$ cat config.mk
export PLATFORM = sky130hd
export DESIGN_NAME = spi_slave
export DESIGN_NICKNAME = d
export VERILOG_FILES = /design/src/rtl/spi_pkg.sv /design/src/rtl/spi_sync.sv /design/src/rtl/spi_slave.sv
export SDC_FILE = /design/constraint.sdc
export NUM_CORES = 1
export LEC_CHECK = 0
export BUFFER_PORTS_ARGS = -buffer_cell sky130_fd_sc_hd__buf_2
export CORE_MARGIN = 3
export CORE_UTILIZATION = 50
export DETAILED_ROUTE_END_ITERATION = 10
export PLACE_DENSITY = 0.71
export SLEW_MARGIN = 20
export SYNTH_ARGS = -nofsm -noshare
export SYNTH_HDL_FRONTEND = slang
export SYNTH_SLANG_ARGS = --single-unit
$ cat constraint.sdc
create_clock -name clk -period 2.2 [get_ports clk]
set_clock_uncertainty 0.05 [all_clocks]
set_input_delay 0.44 -clock clk [delete_from_list [all_inputs] [get_ports clk]]
set_output_delay 0.44 -clock clk [all_outputs]
set_load 0.01 [all_outputs]
$ cat src/rtl/spi_pkg.sv
// Shared state encoding, width defaults/limits and counter sizing for the SPI slave.
package spi_pkg;

    localparam int ADDR_W_DEF = 8;
    localparam int DATA_W_DEF = 8;
    localparam int W_MAX      = 16;
    localparam int CNT_W      = $clog2(W_MAX);

    typedef enum logic [2:0] {
        ST_IDLE,
        ST_ADDR,
        ST_WDATA,
        ST_RDATA,
        ST_WAIT_SS
    } state_t;

    function automatic logic [CNT_W-1:0] last_bit(input int w);
        return CNT_W'(w - 1);
    endfunction

endpackage

$ cat src/rtl/spi_sync.sv
// Two-flop synchronizer with a configurable reset value.
module spi_sync #(
    parameter logic RST_VAL = 1'b0
) (
    input  logic clk,
    input  logic reset_n,
    input  logic i_d,
    output logic o_q
);

    logic [1:0] r_ff;

    always_ff @(posedge clk or negedge reset_n) begin
        if (!reset_n) r_ff <= {2{RST_VAL}};
        else          r_ff <= {r_ff[0], i_d};
    end

    assign o_q = r_ff[1];

endmodule

$ cat src/rtl/spi_slave.sv
// SPI mode-0 slave turning address/data frames into write strobes and read requests.
// Optional frame_err/err_count outputs are enabled by defining SPI_SLAVE_ERR_EN.
module spi_slave
    import spi_pkg::*;
#(
    parameter int ADDR_W = ADDR_W_DEF,
    parameter int DATA_W = DATA_W_DEF
) (
    input  logic              clk,
    input  logic              reset_n,
    input  logic              sck,
    input  logic              ss,
    input  logic              mosi,
    output logic              miso,
    output logic              wr_valid,
    output logic [ADDR_W-2:0] wr_addr,
    output logic [DATA_W-1:0] wr_data,
    output logic              rd_valid,
    output logic [ADDR_W-2:0] rd_addr,
    input  logic [DATA_W-1:0] rd_data,
    output logic              busy
`ifdef SPI_SLAVE_ERR_EN
    ,
    output logic              frame_err,
    output logic [7:0]        err_count
`endif
);

    logic w_sck, w_ss, w_mosi;

    spi_sync #(.RST_VAL(1'b0)) u_sync_sck  (.clk(clk), .reset_n(reset_n), .i_d(sck),  .o_q(w_sck));
    spi_sync #(.RST_VAL(1'b1)) u_sync_ss   (.clk(clk), .reset_n(reset_n), .i_d(ss),   .o_q(w_ss));
    spi_sync #(.RST_VAL(1'b0)) u_sync_mosi (.clk(clk), .reset_n(reset_n), .i_d(mosi), .o_q(w_mosi));

    logic              r_sck_d, r_ss_d;
    logic [1:0]        r_warm;
    logic              r_armed;
    state_t            r_state;
    logic [CNT_W-1:0]  r_cnt;
    logic [ADDR_W-2:0] r_addr;
    logic [DATA_W-2:0] r_wdata;
    logic [DATA_W-1:0] r_tx;
    logic              r_skip;
    logic [1:0]        r_rd_pipe;

    logic              w_sck_rise, w_sck_fall, w_ss_fall, w_ss_rise, w_abort;
    logic [ADDR_W-1:0] w_addr_nxt;
    logic [DATA_W-1:0] w_wdata_nxt;

    assign w_sck_rise  = w_sck & ~r_sck_d;
    assign w_sck_fall  = ~w_sck & r_sck_d;
    assign w_ss_fall   = ~w_ss & r_ss_d;
    assign w_ss_rise   = w_ss & ~r_ss_d;
    assign w_abort     = w_ss_rise &&
                         (r_state == ST_ADDR || r_state == ST_WDATA || r_state == ST_RDATA);
    assign w_addr_nxt  = {r_addr, w_mosi};
    assign w_wdata_nxt = {r_wdata, w_mosi};

    assign miso = (r_state == ST_RDATA) & r_tx[DATA_W-1];
    assign busy = (r_state != ST_IDLE);

    always_ff @(posedge clk or negedge reset_n) begin
        if (!reset_n) begin
            r_sck_d   <= 1'b0;
            r_ss_d    <= 1'b1;
            r_warm    <= '0;
            r_armed   <= 1'b0;
            r_state   <= ST_IDLE;
            r_cnt     <= '0;
            r_addr    <= '0;
            r_wdata   <= '0;
            r_tx      <= '0;
            r_skip    <= 1'b0;
            r_rd_pipe <= '0;
            wr_valid  <= 1'b0;
            wr_addr   <= '0;
            wr_data   <= '0;
            rd_valid  <= 1'b0;
            rd_addr   <= '0;
        end else begin
            r_sck_d   <= w_sck;
            r_ss_d    <= w_ss;
            wr_valid  <= 1'b0;
            rd_valid  <= 1'b0;
            r_rd_pipe <= {r_rd_pipe[0], rd_valid};
            // A fall seen straight out of reset reflects the reset value, not the master;
            // only arm once a settled ss-high has been observed.
            r_warm    <= {r_warm[0], 1'b1};
            if (r_warm[1] && w_ss) r_armed <= 1'b1;
            if (r_rd_pipe[1] && r_state == ST_RDATA) r_tx <= rd_data;

            if (w_abort) begin
                r_state <= ST_IDLE;
            end else begin
                case (r_state)
                    ST_IDLE: if (w_ss_fall && r_armed) begin
                        r_state <= ST_ADDR;
                        r_cnt   <= last_bit(ADDR_W);
                    end
                    ST_ADDR: if (w_sck_rise) begin
                        r_addr <= w_addr_nxt[ADDR_W-2:0];
                        if (r_cnt == '0) begin
                            r_cnt <= last_bit(DATA_W);
                            if (w_addr_nxt[ADDR_W-1]) begin
                                r_state  <= ST_RDATA;
                                rd_valid <= 1'b1;
                                rd_addr  <= w_addr_nxt[ADDR_W-2:0];
                                r_tx     <= '0;
                                r_skip   <= 1'b1;
                            end else begin
                                r_state <= ST_WDATA;
                            end
                        end else begin
                            r_cnt <= r_cnt - CNT_W'(1);
                        end
                    end
                    ST_WDATA: if (w_sck_rise) begin
                        r_wdata <= w_wdata_nxt[DATA_W-2:0];
                        if (r_cnt == '0) begin
                            wr_valid <= 1'b1;
                            wr_addr  <= r_addr;
                            wr_data  <= w_wdata_nxt;
                            r_state  <= ST_WAIT_SS;
                        end else begin
                            r_cnt <= r_cnt - CNT_W'(1);
                        end
                    end
                    // The first fall here trails the last address bit and must not shift.
                    ST_RDATA: if (w_sck_fall) begin
                        if (r_skip) begin
                            r_skip <= 1'b0;
                        end else begin
                            r_tx <= {r_tx[DATA_W-2:0], 1'b0};
                            if (r_cnt == '0) r_state <= ST_WAIT_SS;
                            else             r_cnt   <= r_cnt - CNT_W'(1);
                        end
                    end
                    ST_WAIT_SS: if (w_ss_rise) r_state <= ST_IDLE;
                    default: r_state <= ST_IDLE;
                endcase
            end
        end
    end

`ifdef SPI_SLAVE_ERR_EN
    always_ff @(posedge clk or negedge reset_n) begin
        if (!reset_n) begin
            frame_err <= 1'b0;
            err_count <= '0;
        end else begin
            frame_err <= w_abort;
            if (w_abort && err_count != 8'hFF) err_count <= err_count + 8'd1;
        end
    end
`endif

endmodule

Word-level counts from Yosys, hierarchy flattened
Cells that the tools add are included.

operators by class
  $add $sub $neg = 1
  bitwise operators = 10
  eq/ne operators = 18
  multiplexer cells = 41
  reduce and logical (&&, ||, !) cells = 18

operator list
  operator                                                            count
  8-bit 2-to-1 mux                                                    7
  4-bit 2-to-1 mux                                                    7
  3-bit 2-to-1 mux                                                    9
  3-bit != test, second input constant                                6
  4-bit one-hot mux with 4 select lines                               1
  8-bit one-hot mux with 2 select lines                               1
  3-bit one-hot mux with 5 select lines                               1
  1-bit 2-to-1 mux                                                    14
  7-bit AND reduction                                                 2
  2-bit != test, second input constant                                6
  3-bit by 2-bit == test with 1-bit output, second input constant     2
  3-bit AND reduction                                                 2
  6-bit AND reduction                                                 1
  1-bit bitwise AND                                                   5
  1-bit NOT                                                           5
  5-bit AND reduction                                                 1
  1-bit logical AND                                                   4
  4-bit logical NOT                                                   1
  4-bit AND reduction                                                 1
  4-bit nonzero test                                                  1
  4-bit by 1-bit subtractor with 4-bit output, second input constant  1
  3-bit by 1-bit == test with 1-bit output, second input constant     1
  3-bit == test, second input constant                                1
  3-bit logical NOT                                                   1
  6 further kinds                                                     7

storage, ports and cells
  output and inout port bits = 26
  flip-flop bits (word level) = 67
  word-level logic and storage cells = 107

Logic depth before layout (Yosys ltp)
  depth in word-level cells = 8
  depth in mapped cells = 7
  mapped depth without buffers = 6

Modules after synthesis
A second synthesis with hierarchy kept.

second synthesis, totals
  cells, all modules = 190
  area, all modules = 2,771.4 sq um

modules (own cells, without submodules)
  module                       seq. area each (sq um)  area an instance (sq um)  cells each  times used
  spi_slave                    1,527.7                 2,618.8                   184         1
  spi_sync at u_sync_mosi ...  50.0                    50.0                      2           2
  spi_sync at u_sync_ss        52.6                    52.6                      2           1

Least setup slack after synthesis
No wires, ideal clock.

  path type = register to register
  start = register r_ss_d
  end = register wr_addr[4]
  slack = 248 ps
  cell stages (with the launch flop) = 7
  required time = 2,025 ps
  arrival time = 1,777 ps
  path buffers = 2
  library setup time = 125 ps
  cells stage by stage = dfstp_2 -> nor2b_4 -> nor4b_4 -> and2_1 -> buf_6 -> buf_12 -> mux2_4

between the ends
  cells in the longest elaborated chain, start to end = 5

RTL lines
  element                               line              source
  start, declared                       spi_slave.sv:35   logic r_sck_d, r_ss_d;
  start signal, assigned                spi_slave.sv:82   r_ss_d <= w_ss;
  1-bit NOT                             spi_slave.sv:53   assign w_ss_rise = w_ss & ~r_ss_d;
  1-bit bitwise AND                     spi_slave.sv:53
  1-bit logical AND                     spi_slave.sv:54   assign w_abort = w_ss_rise &&
  1-bit NOT (no source line)            -
  4-bit AND reduction (no source line)  -
  end signal, assigned                  spi_slave.sv:121  wr_addr <= r_addr;
  end, declared                         spi_slave.sv:16   output logic [ADDR_W-2:0] wr_addr,

Every way passes these cells.
A chain may end at the register's enable or synchronous reset.

Final worst setup path
  start = register r_cnt[0]
  end = register r_state[1]

between the ends
  cells in the longest elaborated chain, start to end = 6
  elaborated cells between the ends (all ways) = 9
  classes of those cells = 1 x eq/ne; 6 x mux; 2 x reduce/logical

RTL lines
  element                                line                                                  source
  start, declared                        spi_slave.sv:39                                       logic [CNT_W-1:0] r_cnt;
  start signal, assigned                 spi_slave.sv:98                                       r_cnt <= last_bit(ADDR_W);
  start signal, assigned                 spi_slave.sv:103                                      r_cnt <= last_bit(DATA_W);
  start signal, assigned                 spi_slave.sv:114                                      r_cnt <= r_cnt - CNT_W'(1);
  4-bit logical NOT (*)                  spi_slave.sv:102, spi_slave.sv:119, spi_slave.sv:134
  3-bit 2-to-1 mux (3 in series)         -
  3-bit one-hot mux with 5 select lines  -
  3-bit 2-to-1 mux                       -
  end signal, assigned                   spi_slave.sv:68                                       r_state <= ST_IDLE;
  end signal, assigned                   spi_slave.sv:93                                       r_state <= ST_IDLE;
  end signal, assigned                   spi_slave.sv:97                                       r_state <= ST_ADDR;
  end, declared                          spi_slave.sv:38                                       state_t r_state;

Every way passes the cells marked *; elsewhere a longest branch is shown, timed or not. The select of a mux whose other input is x is not followed.

==> results_dict.tcl <==
set metrics [dict create \
    synth_top_area_cell "dfrtp_1" \
    synth_top_cell_area_share 0.5626 \
    grt_setup_unrepaired "no" \
    preCtsSetupSlack_ps 82.06 \
    clk_latency_ps 330 \
    ant_nets 0 \
    rows 26 \
    syn_to_final_growth_pct 17.19 \
    drc_errors 0 \
    start_util 0.5368 \
    diodes 0 \
    crit_path_max_fanout 8 \
    tightestPinTransition_ps 552.9 \
    async_flop_share 1.000 \
    synth_most_common_cell "dfrtp_1" \
    gp_congestion 0.8857 \
    worstReg2RegStart "r_cnt[0]" \
    wl_per_cell_um 14.82 \
    max_freq_ghz 0.4893 \
    setup_violations 0 \
    htreeDepth 3 \
    r2r_slack_ps 160 \
    track_usage 0.1742 \
    status "complete, no violations" \
    hold_viol_final 0 \
    clk_path_buf_depth 2 \
    dpl.hpwl_um 3537 \
    drt_first_iter_violations 98 \
    cts_tree "yes" \
    root_buffer "clkbuf_8" \
    ys_types 54 \
    finalCritPeriodShare 0.9289 \
    reg2reg_depth 6 \
    synth_nets 218 \
    end_kind "flop" \
    finalSetupTns_ps 0 \
    syn_inst 203 \
    io_pins 39 \
    floorplan.die_area_um2 6634 \
    clk_pin_slew_ps 70 \
    required_ps 2360 \
    avgViaCountPerCell 5.142 \
    synth_area_um2 2846 \
    rr_endpoint "r_state[1]" \
    grt_overflow_total 0 \
    arrival_ps 2200 \
    fin_nets 271 \
    die-height_um 81.45 \
    synth-edff-count 0 \
    core_area_um2 5303 \
    yosysSeqAreaShare 0.5903 \
    totalWireLength_um 4906 \
    ys_ff_latch 67 \
    power_density_nw_per_um2 856.8 \
    fp.dieW_um 81.45 \
    synth_area_leaders "dfrtp_1 56%, mux2_2 11%, mux2_4 4.7%, mux2i_1 2.8%, dfstp_2 2.8%" \
    slew_headroom 0.6314 \
    drive_above_1_share 0.4368 \
    antenna_found_initial 0 \
    synth_top_flop_cell "dfrtp_1" \
    cts_hold_buf 0 \
    peakVddDrop_uv 540.9 \
    dr.pass1.iters 4 \
    synth_top_cells_by_count "64 x dfrtp_1, 29 x mux2_2, 11 x nand2_1, 9 x mux2_4" \
    cap_viol_max_count 0 \
    start_kind "flop" \
    period_minus_slack_ps 2044 \
    cts_sinks 67 \
    num_vias 1702 \
    grt_max_degree 33 \
    worstSetupPathType "reg2reg" \
    postSynthAreaPerCell_um2 14.02 \
    yosysWarnings 0 \
    grt_pass1_wl_um 8645 \
    cts_buffers 9 \
    grt_pass1_vias 1827 \
    leakagePower_nw 1.685 \
    io_buffers 38 \
    slew_viol_final 0 \
    fin_ws_ps 156.4 \
    hp-class "in2async" \
]
flip-flops by register name, indices dropped and copies added, names as in the netlist, 3 cells and up:
register / count
r_addr: 7
r_cnt: 4
r_state: 3
r_tx: 8
r_wdata: 7
rd_addr: 7
wr_addr: 7
wr_data: 8
cell type report:
class,instances,area (um2)
fillers,420,1967
flip-flops and latches,67,1682
multi-input cells,124,1096
repair buffers,47,282.8
clock buffers,11,131.4
well taps,70,87.58
clock inverters,5,30.03
inverters,7,26.28
per-stage QoR:
stage	power, mW	utilization	instances	instance area [um2]	hold slack, ps
5_1_grt	3.045	0.6291	331	3336	69.49
6_report	2.858	0.6291	331	3336	38.98
3_5_place_dp	2.053	0.5975	315	3168	287.1
3_3_place_gp	2.028	0.5975	315	3168	283.0
4_1_cts	2.890	0.6279	331	3329	43.52
2_1_floorplan	1.880	-	203	2846	94.41
critical path, stage by stage, from the launching register on:
cell and delay [ps]:
dfrtp_1 390, inv_1 120, ha_1 170, nor3b_4 330, o22ai_1 120, a211oi_1 380
mux2_2 380
cell families (layout without fill, tap and decap cells):
logic type / Yosys count / count (layout) / synth area share
simple gates: 46 / 46 / 0.1143
flops: 67 / 67 / 0.5903
compound gates: 29 / 29 / 0.06858
mux: 46 / 46 / 0.1903
other cells: 1 / 1 / 0.001317
fa+ha+maj: 2 / 2 / 0.008790
buf+inv: 12 / 70 / 0.02638
cells in the final DEF (no fill, tap or decap), drive strengths merged, types with 3 or more instances in the layout:
cell type  synthesis  final
inv                7      7
buf                5     47
dfstp              3      3
nand3              3      3
mux2i              8      8
nand2             11     11
clkinv             0      3
o21ai              8      8
nor4b              3      3
clkbuf             0     11
nor3b              3      3
dfrtp             64     64
a21oi              3      3
mux2              38     38
nor2               6      6
report_power, final:
part	leakage [nW]	internal [mW]	switching, mW
clock	0.0791	0.403	0.424
sequential	0.848	1.40	0.156
combinational	0.758	0.241	0.234
how the worst max path moves through the flow:
stage / to / startpoint
after floorplan: wr_addr[4] / r_ss_d
after global placement: rd_addr[4] / r_cnt[0]
after detailed placement: rd_addr[3] / r_cnt[0]
after CTS: miso / r_state[1]
after global routing: r_state[1] / r_cnt[0]
final: r_state[1] / r_cnt[0]
per-layer routing:
layer | global-route usage | routed length (um)
met1 | 0.2402 | 2377
met2 | 0.2557 | 2259
met3 | 0.03947 | 214
met4 | 0.09459 | 55
met5 | 0 | 0
timing repair:
action                     in CTS  in global routing
setup endpoints to repair       0                  8
setup buffers                   0                  0
gates resized for setup         0                  2
(Power assumes the default switching activity.)
